`config.mk`:
```
export PLATFORM = sky130hd
export DESIGN_NAME = spi_mem_bridge
export DESIGN_NICKNAME = d
export VERILOG_FILES = /design/src/rtl/spi_pkg.sv /design/src/rtl/spi_mem_bridge.sv
export SDC_FILE = /design/constraint.sdc
export NUM_CORES = 1
export LEC_CHECK = 0
export BUFFER_PORTS_ARGS = -buffer_cell sky130_fd_sc_hd__buf_2
export CAP_MARGIN = 20
export CORE_MARGIN = 3
export CORE_UTILIZATION = 45
export DETAILED_ROUTE_END_ITERATION = 6
export PLACE_DENSITY = 0.79
export SYNTH_ARGS = -nofsm -noshare
export SYNTH_HDL_FRONTEND = slang
export SYNTH_SLANG_ARGS = --single-unit
```
`constraint.sdc`:
```
create_clock -name CLK -period 2.2 [get_ports CLK]
set_input_delay 0.11 -clock CLK [delete_from_list [all_inputs] [get_ports CLK]]
set_output_delay 0.11 -clock CLK [all_outputs]
set_load 0.01 [all_outputs]
```
`src/rtl/spi_pkg.sv`:
```
// Shared definitions for the SPI flash bridge and controller instances:
// state encoding, flash window base and error read value.
package spi_pkg;

    localparam logic [2:0] ST_IDLE    = 3'd0;
    localparam logic [2:0] ST_ISSUE   = 3'd1;
    localparam logic [2:0] ST_WAIT    = 3'd2;
    localparam logic [2:0] ST_RELEASE = 3'd3;
    localparam logic [2:0] ST_ERR     = 3'd4;
    localparam logic [2:0] ST_DRAIN   = 3'd5;

    typedef enum logic [2:0] {
        IDLE    = ST_IDLE,
        ISSUE   = ST_ISSUE,
        WAIT    = ST_WAIT,
        RELEASE = ST_RELEASE,
        ERR     = ST_ERR,
        DRAIN   = ST_DRAIN
    } bridge_state_t;

    localparam logic [7:0]  FLASH_BASE_DEFAULT = 8'h20;
    localparam logic [31:0] ERR_VALUE_DEFAULT  = 32'hDEADBEEF;

    function automatic logic word_aligned(input logic [1:0] lsb);
        return (lsb == 2'b00);
    endfunction

endpackage

```
`src/rtl/spi_mem_bridge.sv`:
```
// Memory-stage to SPI flash bridge: decodes flash-window accesses, issues one
// controller transaction at a time and stalls the pipeline until it completes.
module spi_mem_bridge
    import spi_pkg::*;
#(
    parameter logic [7:0]  FLASH_BASE     = FLASH_BASE_DEFAULT,
    parameter int          TIMEOUT_CYCLES = 4096,
    parameter logic [31:0] ERR_VALUE      = ERR_VALUE_DEFAULT
) (
    input  logic        CLK,
    input  logic        reset,
    input  logic        MemReq,
    input  logic        WE,
    input  logic [31:0] A,
    input  logic [31:0] WD,
    output logic [31:0] RD,
    output logic        Stall,
    output logic        BusErr,
    output logic        spi_start,
    output logic        spi_we,
    output logic [31:0] spi_addr,
    output logic [31:0] spi_wdata,
    input  logic [31:0] spi_rdata,
    input  logic        spi_data_ready
);

    localparam int            CW      = $clog2(TIMEOUT_CYCLES);
    localparam logic [CW-1:0] TO_LAST = CW'(TIMEOUT_CYCLES - 1);

    bridge_state_t state;
    bridge_state_t state_next;
    logic [CW-1:0] to_cnt;
    logic          hit;
    logic          misaligned;

    assign hit        = MemReq && (A[31:24] == FLASH_BASE);
    assign misaligned = hit && !word_aligned(A[1:0]);

    // A hit arriving in DRAIN is held off here and decoded once back in IDLE.
    assign Stall     = ((state == IDLE) && hit) || (state == ISSUE) || (state == WAIT)
                       || ((state == DRAIN) && hit);
    assign spi_start = (state == ISSUE);
    assign BusErr    = (state == ERR);

    // State register.
    always_ff @(posedge CLK) begin
        if (reset) begin
            state <= IDLE;
        end else begin
            state <= state_next;
        end
    end

    // Next-state decode; completion beats a same-cycle timeout.
    always_comb begin
        state_next = state;
        case (state)
            IDLE: begin
                if (misaligned) begin
                    state_next = ERR;
                end else if (hit) begin
                    state_next = ISSUE;
                end else begin
                    state_next = IDLE;
                end
            end
            ISSUE:   state_next = WAIT;
            WAIT: begin
                if (spi_data_ready) begin
                    state_next = RELEASE;
                end else if (to_cnt == TO_LAST) begin
                    state_next = ERR;
                end else begin
                    state_next = WAIT;
                end
            end
            RELEASE: state_next = DRAIN;
            ERR:     state_next = DRAIN;
            DRAIN: begin
                if (!spi_data_ready) begin
                    state_next = IDLE;
                end else begin
                    state_next = DRAIN;
                end
            end
            default: state_next = IDLE;
        endcase
    end

    // Request latch, timeout counter and read-data return register.
    always_ff @(posedge CLK) begin
        if (reset) begin
            spi_we    <= 1'b0;
            spi_addr  <= 32'h0000_0000;
            spi_wdata <= 32'h0000_0000;
            to_cnt    <= '0;
            RD        <= 32'h0000_0000;
        end else begin
            if ((state == IDLE) && hit && !misaligned) begin
                spi_we    <= WE;
                spi_addr  <= A;
                spi_wdata <= WD;
            end
            if (state == ISSUE) begin
                to_cnt <= '0;
            end else if ((state == WAIT) && !spi_data_ready && (to_cnt != TO_LAST)) begin
                to_cnt <= to_cnt + 1'b1;
            end
            // Stores complete without disturbing the last load value.
            if ((state == WAIT) && spi_data_ready && !spi_we) begin
                RD <= spi_rdata;
            end else if (state_next == ERR) begin
                RD <= ERR_VALUE;
            end
        end
    end

endmodule

```
==> out/qor.csv <==
stage;metric;value;unit
run_status;status;finished clean;
routing;wirelength;13500;µm
placed_design;gp_congestion;0.780;
job;cap_viol_max_count;0;
clocking;cts_root_buffer;clkbuf_8;
floorplanning;ios;201;
sta;setup_tns;0;ps
power_and_ir_drop;peakVddDrop;0.000378;V
synth;ys_seq_elements;112;
clocking;clockBufferDepth;2;
routing;viasPerCell;5.07;
sta;fmax;481;MHz
power_and_ir_drop;power.leakage;0.00279;µW
cells_and_area;drive_above_1_share;0.359;
synth;yosysSeqAreaShare;0.511;
placed_design;io_buffer_count;200;
placed_design;placed_area;5530;µm²
cells_and_area;area_growth;46.0;%
floorplanning;initial_core_util;0.468;
floorplanning;die-area;11000;µm²
sta;worst_slew_pin_slew;567;ps
synth;ys_types;41;
clocking;cts_htree_levels;3;
power_and_ir_drop;p_per_area;540;nW/µm²
synth;yosys_warnings;0;
synth;synth_area;4390;µm²
sta;fin_crit_sh;0.946;
global_routing;antenna_found_initial;0;
synth;synth_edf_count;0;
clocking;cts_made_buffers;9;
clocking;path_clk_slew;120;ps
power_and_ir_drop;combPwrFrac;0.072;
sta;max_slew_margin;0.622;
placed_design;dp_hpwl;8430;µm
synth;synth_ff_type;dfxtp_1;
clocking;clkLatencyLatePin;360;ps
setup_path;endpoint_kind;flop;
synth;synthArstFlopShare;0;
sta;setup_slack;119;ps
routing;vias;4566;
floorplanning;rows;35;
synth;synthTopCellsByArea;dfxtp_1 (51%), nand2_1 (10%), a211oi_2 (6.8%), a21oi_1 (6.7%), nor2_1 (5.8%);
sta;timing.final.hold_violations;0;
sta;maxSlewViolCount;0;
sta;rsz0062_at_grt;no;
synth;synth_top_area_frac;0.511;
setup_path;critPathArrivalTime;2370;ps
synth;avgSynthCellArea;8.60;µm²
min_path;hold_class;in -> reg;
placed_design;dpl_worst_slack;91.1;ps
synth;netlist_instances;510;
global_routing;grt-ovfl-total;0;
routing;ant_nets;0;
routing;drc;0;
global_routing;grt_first_pass_wirelength;22000;µm
routing;first_pass_iters;5;
clocking;cts_tree;done;
power_and_ir_drop;clockPowerShare;0.340;
cells_and_area;finalInstanceArea;6410;µm²
setup_path;worst-endpoint-required;2490;ps
clocking;cts_sinks;112;
global_routing;grt_max_degree;58;
sta;fin_skew;14.2;ps
global_routing;grt_pass1_vias;4613;
setup_path;worstSetupStartpointType;flop;
global_routing;grt_usage;0.241;
synth;synth_top_area_cell;dfxtp_1;
sta;fin_crit;2080;ps
power_and_ir_drop;power;3460;µW
routing;drt_iter0_markers;211;
synth;syn_nets;612;
setup_path;cp_max_fo;11;
power_and_ir_drop;swShare;0.241;
floorplanning;die_y;105;µm
cells_and_area;n_antenna_cell;0;
setup_path;path_class;reg -> reg;
power_and_ir_drop;pwr-share-seq;0.588;
routing;routedWlPerCell;15.0;µm
floorplanning;die_x;105;µm
power_and_ir_drop;p_int;2630;µW
power_and_ir_drop;p_sw;832;µW
floorplanning;core_area;9370;µm²
cells_and_area;final_nets;868;
sta;setup_viol;0;
==> critical path, stage by stage (launching register included) <==
cell,delay [ps]
dfxtp_2,360
ha_1,200
nand2_1,110
or4_4,550
nor3_4,250
o21ai_4,140
clkbuf_16,230
a211oi_2,180
==> metal layers <==
layer | vias up | global-route usage | routed length [µm]
met5 | - | 0 | 0
met1 | 2099 | 0.278 | 5280
li1 | 2216 | - | -
met3 | 36 | 0.0568 | 1030
met2 | 215 | 0.429 | 6780
met4 | 0 | 0.0965 | 376
==> cell usage after synthesis, drive strengths merged (8+ instances only) <==
cell and instances:
and2 11, nand2 119, nand3 8, dfxtp 112, nor3b 9, a21oi 59, a211oi 25, clkbuf 27
a22o 8, buf 10, nor2 68
==> logic make-up after synthesis <==
kind of cell | count (synthesis) | synth area share
buf+inv | 37 | 0.0402
fa+ha+maj | 1 | 0.00285
flops | 112 | 0.511
xor+xnor | 12 | 0.0240
simple gates | 249 | 0.255
compound gates | 99 | 0.167
==> layout by cell type (no fill, tap or decap), types with 7 or more instances in the layout <==
master | netlist | final
buf_4 | 0 | 15
clkbuf_8 | 0 | 9
a211oi_2 | 24 | 24
nand3_1 | 7 | 7
nor3b_1 | 9 | 9
dlygate4sd3_1 | 0 | 63
nand2_1 | 119 | 119
a22o_2 | 8 | 8
dfxtp_1 | 112 | 110
and2_1 | 11 | 11
buf_2 | 5 | 199
nor2_1 | 68 | 68
a21oi_1 | 59 | 59
==> power groups by stage <==
stage / Sequential, µW / Clock, µW / Combinational [µW]
2_1_floorplan: 2080 / 0 / 47.4
3_3_place_gp: 2080 / 0 / 153
3_5_place_dp: 2080 / 0 / 156
4_1_cts: 2030 / 1210 / 242
5_1_grt: 2030 / 1300 / 271
6_report: 2030 / 1180 / 250
==> repair_timing <==
action	CTS	global route
resized for setup	0	3
setup endpoints to repair	0	22
setup buffers	0	3
hold buffers	63	0
hold endpoints to repair	63	0
==> worst paths after layout <==
check / slack [ps] / to / startpoint / cells past startpoint
hold / removal: 40 / RD[30]$_SDFFE_PP0P_ / spi_rdata[30] / 3
setup reg to reg: 120 / RD[27]$_SDFFE_PP0P_ / to_cnt[0]$_SDFFE_PP0P_ / 7
hold reg to reg: 450 / spi_addr[7]$_SDFFE_PP0P_ / spi_addr[7]$_SDFFE_PP0P_ / 2
setup / recovery: 120 / RD[27]$_SDFFE_PP0P_ / to_cnt[0]$_SDFFE_PP0P_ / 7
==> state kept, by name, indices dropped and copies added (netlist names) <==
name       cells
spi_addr      32
state          3
to_cnt        12
spi_we         1
spi_wdata     32
RD            32
==> cell type report <==
| cell class | instances | area (µm²) |
|---|---|---|
| Clock buffer | 10 | 128 |
| Clock inverter | 6 | 58.8 |
| Multi-Input combinational cell | 362 | 1990 |
| Timing Repair Buffer | 281 | 1820 |
| Sequential cell | 112 | 2240 |
| Tap cell | 129 | 161 |
| Fill cell | 733 | 2960 |
==> metrics by stage <==
stage | cells | util | hold slack, ps
after floorplan | 510 | - | 248
after global placement | 816 | 0.590 | 337
after detailed placement | 816 | 0.590 | 338
after CTS | 895 | 0.677 | 15.9
after global routing | 900 | 0.684 | 47.9
final | 900 | 0.684 | 36.1
Note: power is estimated with default switching activity, not from simulation.
